`src/rtl/rf_wb_arbiter_if.sv`:
```
// Writeback arbiter bus: pipeline write, long-unit result handshake, issue marks, decode reads, RF write drive.
// master = surrounding core, slave = rf_wb_arbiter.
interface rf_wb_arbiter_if;
  logic        pipe_wen;
  logic [4:0]  pipe_waddr;
  logic [3:0]  pipe_wbytes;
  logic [31:0] pipe_wdata;
  logic        lu_valid;
  logic [4:0]  lu_waddr;
  logic [31:0] lu_wdata;
  logic        lu_ready;
  logic        issue_valid;
  logic [4:0]  issue_waddr;
  logic [4:0]  raddr1;
  logic [4:0]  raddr2;
  logic        busy_stall;
  logic        pipe_hold;
  logic        rf_wen;
  logic [4:0]  rf_waddr;
  logic [3:0]  rf_wbytes;
  logic [31:0] rf_wdata;

  modport master (
    output pipe_wen, pipe_waddr, pipe_wbytes, pipe_wdata,
    output lu_valid, lu_waddr, lu_wdata,
    output issue_valid, issue_waddr, raddr1, raddr2,
    input  lu_ready, busy_stall, pipe_hold,
    input  rf_wen, rf_waddr, rf_wbytes, rf_wdata
  );

  modport slave (
    input  pipe_wen, pipe_waddr, pipe_wbytes, pipe_wdata,
    input  lu_valid, lu_waddr, lu_wdata,
    input  issue_valid, issue_waddr, raddr1, raddr2,
    output lu_ready, busy_stall, pipe_hold,
    output rf_wen, rf_waddr, rf_wbytes, rf_wdata
  );
endinterface

```
`src/rtl/rf_wb_arbiter.sv`:
```
// Single RF write port shared by the pipeline and a 2-deep long-unit result FIFO plus busy scoreboard; zero-latency grant.
// Pipeline wins unless RF_WB_STARVE_EN is defined and a queued result has waited STARVE_LIMIT cycles (pipe_hold).
module rf_wb_arbiter #(
  parameter int STARVE_LIMIT = 4
) (
  input logic           clk,
  input logic           reset,
  rf_wb_arbiter_if.slave bus
);
  typedef struct packed {
    logic [4:0]  waddr;
    logic [31:0] wdata;
  } lu_ent_t;

  lu_ent_t     fifo_mem [2];
  lu_ent_t     head;
  logic        wr_ptr, rd_ptr;
  logic [1:0]  count;
  logic [31:0] sb, sb_set, sb_clr;
  logic        fifo_nempty, push, pop, hold;

  assign fifo_nempty  = (count != 2'd0);
  assign head         = fifo_mem[rd_ptr];
  assign bus.lu_ready = !reset && (count < 2'd2);
  assign push         = bus.lu_valid && bus.lu_ready;

`ifdef RF_WB_STARVE_EN
  localparam int CW = $clog2(STARVE_LIMIT + 1) + 1;
  logic [CW-1:0] starve_cnt;

  always_ff @(posedge clk or posedge reset) begin
    if (reset)
      starve_cnt <= '0;
    else if (!fifo_nempty || pop)
      starve_cnt <= '0;
    else if (starve_cnt < CW'(STARVE_LIMIT))
      starve_cnt <= starve_cnt + CW'(1);
  end

  assign hold = !reset && (starve_cnt >= CW'(STARVE_LIMIT));
`else
  assign hold = 1'b0;
`endif

  assign bus.pipe_hold = hold;
  // Under hold the head wins even if the pipeline (illegally) still presents a write.
  assign pop = !reset && fifo_nempty && (hold || !bus.pipe_wen);

  always_comb begin
    bus.rf_wen    = 1'b0;
    bus.rf_waddr  = '0;
    bus.rf_wbytes = '0;
    bus.rf_wdata  = '0;
    if (pop) begin
      bus.rf_wen    = 1'b1;
      bus.rf_waddr  = head.waddr;
      bus.rf_wbytes = 4'hF;
      bus.rf_wdata  = head.wdata;
    end else if (!reset && bus.pipe_wen) begin
      bus.rf_wen    = 1'b1;
      bus.rf_waddr  = bus.pipe_waddr;
      bus.rf_wbytes = bus.pipe_wbytes;
      bus.rf_wdata  = bus.pipe_wdata;
    end
  end

  always_ff @(posedge clk or posedge reset) begin
    if (reset) begin
      wr_ptr <= 1'b0;
      rd_ptr <= 1'b0;
      count  <= 2'd0;
    end else begin
      if (push) wr_ptr <= ~wr_ptr;
      if (pop)  rd_ptr <= ~rd_ptr;
      case ({push, pop})
        2'b10:   count <= count + 2'd1;
        2'b01:   count <= count - 2'd1;
        default: count <= count;
      endcase
    end
  end

  always_ff @(posedge clk) begin
    if (push) fifo_mem[wr_ptr] <= '{waddr: bus.lu_waddr, wdata: bus.lu_wdata};
  end

  // Set is OR-ed in after the clear so a re-issue to the retiring register stays busy.
  always_comb begin
    sb_set = '0;
    sb_clr = '0;
    if (bus.issue_valid && (bus.issue_waddr != 5'd0)) sb_set[bus.issue_waddr] = 1'b1;
    if (pop) sb_clr[head.waddr] = 1'b1;
  end

  always_ff @(posedge clk or posedge reset) begin
    if (reset) sb <= '0;
    else       sb <= (sb & ~sb_clr) | sb_set;
  end

  assign bus.busy_stall = !reset &&
                          (((bus.raddr1 != 5'd0) && sb[bus.raddr1]) ||
                           ((bus.raddr2 != 5'd0) && sb[bus.raddr2]));
endmodule

```
`src/flat_wrapper.sv`:
```
// flat-port wrapper written by rule: the top's interface ports become plain ports
module rf_wb_arbiter_flat 
#(
  parameter int STARVE_LIMIT = 4
)
  (clk, reset, bus_pipe_wen, bus_pipe_waddr, bus_pipe_wbytes, bus_pipe_wdata, bus_lu_valid, bus_lu_waddr, bus_lu_wdata, bus_issue_valid, bus_issue_waddr, bus_raddr1, bus_raddr2, bus_lu_ready, bus_busy_stall, bus_pipe_hold, bus_rf_wen, bus_rf_waddr, bus_rf_wbytes, bus_rf_wdata);
  rf_wb_arbiter_if bus_i ();
  input logic clk;
  input logic reset;
  input wire logic [$bits(bus_i.pipe_wen)-1:0] bus_pipe_wen;
  input wire logic [$bits(bus_i.pipe_waddr)-1:0] bus_pipe_waddr;
  input wire logic [$bits(bus_i.pipe_wbytes)-1:0] bus_pipe_wbytes;
  input wire logic [$bits(bus_i.pipe_wdata)-1:0] bus_pipe_wdata;
  input wire logic [$bits(bus_i.lu_valid)-1:0] bus_lu_valid;
  input wire logic [$bits(bus_i.lu_waddr)-1:0] bus_lu_waddr;
  input wire logic [$bits(bus_i.lu_wdata)-1:0] bus_lu_wdata;
  input wire logic [$bits(bus_i.issue_valid)-1:0] bus_issue_valid;
  input wire logic [$bits(bus_i.issue_waddr)-1:0] bus_issue_waddr;
  input wire logic [$bits(bus_i.raddr1)-1:0] bus_raddr1;
  input wire logic [$bits(bus_i.raddr2)-1:0] bus_raddr2;
  output wire logic [$bits(bus_i.lu_ready)-1:0] bus_lu_ready;
  output wire logic [$bits(bus_i.busy_stall)-1:0] bus_busy_stall;
  output wire logic [$bits(bus_i.pipe_hold)-1:0] bus_pipe_hold;
  output wire logic [$bits(bus_i.rf_wen)-1:0] bus_rf_wen;
  output wire logic [$bits(bus_i.rf_waddr)-1:0] bus_rf_waddr;
  output wire logic [$bits(bus_i.rf_wbytes)-1:0] bus_rf_wbytes;
  output wire logic [$bits(bus_i.rf_wdata)-1:0] bus_rf_wdata;
  assign bus_i.pipe_wen = bus_pipe_wen;
  assign bus_i.pipe_waddr = bus_pipe_waddr;
  assign bus_i.pipe_wbytes = bus_pipe_wbytes;
  assign bus_i.pipe_wdata = bus_pipe_wdata;
  assign bus_i.lu_valid = bus_lu_valid;
  assign bus_i.lu_waddr = bus_lu_waddr;
  assign bus_i.lu_wdata = bus_lu_wdata;
  assign bus_i.issue_valid = bus_issue_valid;
  assign bus_i.issue_waddr = bus_issue_waddr;
  assign bus_i.raddr1 = bus_raddr1;
  assign bus_i.raddr2 = bus_raddr2;
  assign bus_lu_ready = bus_i.lu_ready;
  assign bus_busy_stall = bus_i.busy_stall;
  assign bus_pipe_hold = bus_i.pipe_hold;
  assign bus_rf_wen = bus_i.rf_wen;
  assign bus_rf_waddr = bus_i.rf_waddr;
  assign bus_rf_wbytes = bus_i.rf_wbytes;
  assign bus_rf_wdata = bus_i.rf_wdata;
  rf_wb_arbiter #(.STARVE_LIMIT(STARVE_LIMIT)) u_core (.clk(clk), .reset(reset), .bus(bus_i));
endmodule
```
`config.mk`:
```
export PLATFORM = sky130hd
export DESIGN_NAME = rf_wb_arbiter_flat
export DESIGN_NICKNAME = d
export VERILOG_FILES = /design/src/rtl/rf_wb_arbiter_if.sv /design/src/rtl/rf_wb_arbiter.sv /design/src/flat_wrapper.sv
export SDC_FILE = /design/constraint.sdc
export NUM_CORES = 1
export LEC_CHECK = 0
export BUFFER_PORTS_ARGS = -buffer_cell sky130_fd_sc_hd__buf_2
export CAP_MARGIN = 20
export CORE_MARGIN = 4
export CORE_UTILIZATION = 40
export CTS_CLUSTER_DIAMETER = 30
export DETAILED_ROUTE_END_ITERATION = 8
export PLACE_DENSITY_LB_ADDON = 0.25
export SYNTH_ARGS = -nofsm -noshare
export SYNTH_HDL_FRONTEND = slang
export SYNTH_SLANG_ARGS = --single-unit
```
`constraint.sdc`:
```
create_clock -name clk -period 8.5 [get_ports clk]
set_clock_uncertainty 0.15 [all_clocks]
set_input_delay 0.425 -clock clk [delete_from_list [all_inputs] [get_ports clk]]
set_output_delay 0.425 -clock clk [all_outputs]
set_load 0.01 [all_outputs]
```
---- After elaboration in Yosys (flattened, before gate mapping) ----
Memories as Yosys holds them, arrays and structs flattened.
Cells that the tools add are included.
W data, S select, Z words.
cells by class
  magnitude comparators ................... 7
  equal/unequal tests ..................... 2
  muxes and demuxes ....................... 21
  add/subtract/negate cells ............... 2
  reduce and logical (&&, ||, !) cells .... 19
  bitwise logic cells ..................... 5
operators by type and width
  cell                   count
  $mux W32               4
  $and A32 B32 Y32       1
  $not A32 Y32           1
  $or A32 B32 Y32        1
  $lt A5 B6 Y1 const B   4
  $reduce_bool A5 Y1     3
  $logic_and A1 B1 Y1    11
  $bmux W1 S5            2
  $demux W1 S5           2
  $ge A5 B1 Y1 const B   2
  $mux W5                2
  $mux W1                8
  $mux W4                2
  $pmux W2 S2            1
  $reduce_bool A2 Y1     2
  $add A2 B1 Y2 const B  1
  $eq A2 B1 Y1 const B   1
  $eq A2 B2 Y1 const B   1
  $logic_not A1 Y1       2
  $lt A2 B2 Y1 const B   1
  $not A1 Y1             2
  $sub A2 B1 Y2 const B  1
  $logic_or A1 B1 Y1     1
storage, ports and cells
  word-level logic and storage cells ...... 61
  input bits .............................. 98
  output and inout port bits .............. 45
  bits in registers ....................... 36
  memories kept ........................... 1
  bits in writable memories ............... 74
memories
  memory           words  width  read ports  clocked after Yosys merged registers in  write ports  RTL line             source
  u_core.fifo_mem  2      37     1           0                                        1            rf_wb_arbiter.sv:15  lu_ent_t fifo_mem [2];

---- Longest topological paths before layout ----
An unclocked memory read counts as a cell.
  depth after elaboration ................. 9
  gate-level depth with buffers ........... 8
  gate-level depth less buffers ........... 7

---- Worst setup path before layout ----
Ideal clock, no wire load.
  path kind ............................... input -> register
  start point ............................. input reset
  end point ............................... memory u_core.fifo_mem[0][0] (netlist bit), enable pin
  stages .................................. 3
  library setup time ...................... 0.431 ns
  buffers on the path ..................... 0
  data required time ...................... 7.919 ns
  path slack .............................. 5.531 ns
  data arrival time ....................... 2.388 ns
  path through ............................ nor2_1 -> nand2_1 -> nor2_1
between the ends
  word-level cells in the longest chain between the ends .. 5
RTL lines
  element                        RTL line             source
  start, declared                flat_wrapper.sv:9    input logic reset;
  $logic_not A1 Y1               rf_wb_arbiter.sv:24  assign bus.lu_ready = !reset && (count < 2'd2);
  $logic_and A1 B1 Y1            rf_wb_arbiter.sv:24
  $logic_and A1 B1 Y1            rf_wb_arbiter.sv:25  assign push = bus.lu_valid && bus.lu_ready;
  $mux W1                        rf_wb_arbiter.sv:84  if (push) fifo_mem[wr_ptr] <= '{waddr: bus.lu_waddr, wdata: bus.lu_wdata};
  $mux W1 (not written as such)  rf_wb_arbiter.sv:84
  end, declared                  rf_wb_arbiter.sv:15
Every way passes these cells.

---- Final worst setup path ----
  start point ............................. register u_core.rd_ptr
  end point ............................... output bus_rf_waddr[4]
between the ends
  word-level cells in the longest chain between the ends .. 2
RTL lines
  element                 RTL line             source
  start, declared         rf_wb_arbiter.sv:17  logic wr_ptr, rd_ptr;
  start signal, assigned  rf_wb_arbiter.sv:74  if (pop) rd_ptr <= ~rd_ptr;
  $mem_v2 Z2 W37          --
  $mux W5                 rf_wb_arbiter.sv:54  if (pop) begin
  end, declared           flat_wrapper.sv:25   output wire logic [$bits(bus_i.rf_waddr)-1:0] bus_rf_waddr;
Every way passes these cells.

==> impl_metrics.tcl <==
set metrics [dict create \
    postCtsHoldBufs 0 \
    syn_nets 523 \
    synthTopCellsByArea "edfxtp_1, dfrtp_1, mux2i_1" \
    setup_ws_ns 5.75 \
    grt_start_max_net_pins 53 \
    vias_per_cell 5.25 \
    die_x_um 122 \
    slew_headroom_pct 40.5 \
    finalPower_uw 1650 \
    required_ns 7.93 \
    slowest_delay_ns 0.58 \
    synth_edf_count 74 \
    path_class "reg -> out" \
    crit_slowest_cell "buf_4" \
    avgSynthCellArea_um2 12.2 \
    post_cts_resized 0 \
    final_cells 739 \
    grt_pass1_vias 3860 \
    fin_crit_sh_pct 32.4 \
    whs_ns 0.0896 \
    post_drt_wl_per_cell_um 16.3 \
    tightest_slew_ns 0.893 \
    synth-seq-area-share_pct 60.2 \
    clk_latency_ns 0.33 \
    drive_above_1_share_pct 32.6 \
    fin_nets 661 \
    path_buf_inv 2 \
    synth.distinct_cells 47 \
    start_util_pct 40.9 \
    cts_tree "yes" \
    path_clk_slew_ns 0.07 \
    finalHoldViolCount 0 \
    row_count 41 \
    gp_congestion 0.862 \
    synthToLayoutAreaGrowth_pct 23.5 \
    synth_largest_area_cell "edfxtp_1" \
    port_buffers 141 \
    max_freq_mhz 364 \
    synth_top_area_share_pct 42.8 \
    grt_util_all_layers_pct 16.1 \
    placedCellCount 721 \
    antenna_found_initial 1 \
    ant_nets 0 \
    layout_min_cycle_time_ns 2.75 \
    worstPathArrival_ns 2.18 \
    antennaDiodeCount 0 \
    setup_tns_ns 0 \
    max_cap_viol_count 0 \
    core_area_mm2 0.0127 \
    io_pins 143 \
    rsz0062_at_grt "false" \
    die_h_um 122 \
    status "completed" \
    drt_wl_total_um 12000 \
    power_leakage_uw 0.00261 \
    synth_top_cells_by_count "o21ai_0, edfxtp_1, nand2_1, mux2i_1, dfrtp_1" \
    end_kind "output port" \
    die_area_mm2 0.0149 \
    grt_overflow 0 \
    cts_setup_buffers 0 \
    final-max-slew-violation-count 0 \
    ys_warn_count 0 \
    drc 0 \
    cts.sink_count 110 \
    syn_inst 424 \
    grt_pass1_wl_um 18500 \
    numCtsBuffers 9 \
    crit_fanout 52 \
    synthesis.area_mm2 0.00519 \
    startpoint_type "register" \
    num_vias 3879 \
    cts_max_level 3 \
    place_ws_ns 5.80 \
    fillerInstances 1122 \
    finalSetupViolCount 0 \
    async_flop_share_pct 32.7 \
    vdd_drop_max_uv 170 \
    ys_ff_latch 110 \
    ff2ff_setup_slack_ns 6.11 \
    ys.flop_type "edfxtp_1" \
    root_buffer "clkbuf_16" \
    p_per_area_mw_per_mm2 258 \
    cts_buffer_depth 2 \
    hpwlAfterDp_um 8960 \
    critPathTopFamily "buffers and inverters" \
    yosysMostFrequentCell "o21ai_0" \
    hp-class "in -> async" \
    path_cells "buf_4 > mux2i_1 > o21ai_0 > buf_2" \
    drt_iter0_markers 224 \
    drt_pass1_iterations 7 \
]
-- per-layer routing --
metal,GRT usage [%],up-vias,wire length (um)
met2,26.9,135,6090
met1,20.2,1863,4990
met4,6.79,2,155
li1,-,1865,-
met5,0,-,13
met3,3.53,14,767
-- path summary, 6_finish.rpt --
check	cells past startpoint	endpoint	startpoint
worst max-delay path	4	bus_rf_waddr[4]	u_core.rd_ptr
max in group asynchronous	3	u_core.rd_ptr	reset
worst min register to register	1	u_core.sb[0]	u_core.sb[0]
worst max register to register	5	u_core.sb[15]	u_core.rd_ptr
min in group clk	1	u_core.fifo_mem[0][19]	bus_lu_wdata[19]
worst min-delay path	3	u_core.count[1]	reset
-- registers in the layout (all words and copies together), names as in the netlist --
register and cells:
u_core.wr_ptr 1, u_core.sb 32, u_core.rd_ptr 1, u_core.count 2, u_core.fifo_mem 74
-- worst min-delay path: cells and delay by family --
| kind | cells | cell delay, ns |
|---|---|---|
| buffers and inverters | 3 | 0.58 |
-- logic make-up after synthesis --
kind of cell / share of synthesized area [%]
AOI/OAI and AO/OA: 13.4
DFF: 60.2
and+or+nand+nor: 8.11
muxes: 14.5
buffers and inverters: 2.68
xor gates and xnor gates: 0.844
adders and majority gates: 0.241
other: 0.0723
-- area by class of cell --
class,count,area (um2),share of cell area (%)
clock inverter,7,78.8,1.23
clock buffer,9,225,3.52
tap,172,215,3.36
sequential,110,3120,48.8
inverter,13,48.8,0.762
timing repair buffer,146,776,12.1
multi-input combinational,282,1940,30.2
-- power breakdown --
group | switching (uW) | internal, uW
Combinational | 256 | 219
Clock | 187 | 232
Sequential | 73.1 | 684
Total | 516 | 1140
-- cell usage in the layout, fill, tap and decap left out, types with 2 or more instances in the layout --
cell        synthesis  routed
a32o_1              3       3
nand2_1            55      55
mux2i_1            39      39
nor2_1              7       6
clkbuf_16           0       9
nor2b_1             6       5
buf_4               1       3
inv_6               0       2
buf_2               6     141
o32ai_1             2       2
o21ai_1            23      23
clkinvlp_4          0       2
mux4_1              3       3
edfxtp_1           74      74
a211oi_1            2       2
nand2b_1            6       6
xnor2_1             4       4
inv_1              12      12
o21ai_0            78      78
mux4_2             10      10
a21oi_1             7       7
nor3_1              3       3
o31ai_1             2       2
nor3b_1             2       2
mux2_2              5       5
nand3_1             5       5
dfrtp_1            36      35
-- metrics by stage --
stage	utilization, %	instance area [um2]
6_report	50.5	6400
5_1_grt	50.5	6400
4_1_cts	50.2	6360
3_5_place_dp	47.8	6050
3_3_place_gp	47.8	6050
2_1_floorplan	-	5190
Note: power is estimated with default switching activity, not from simulation.
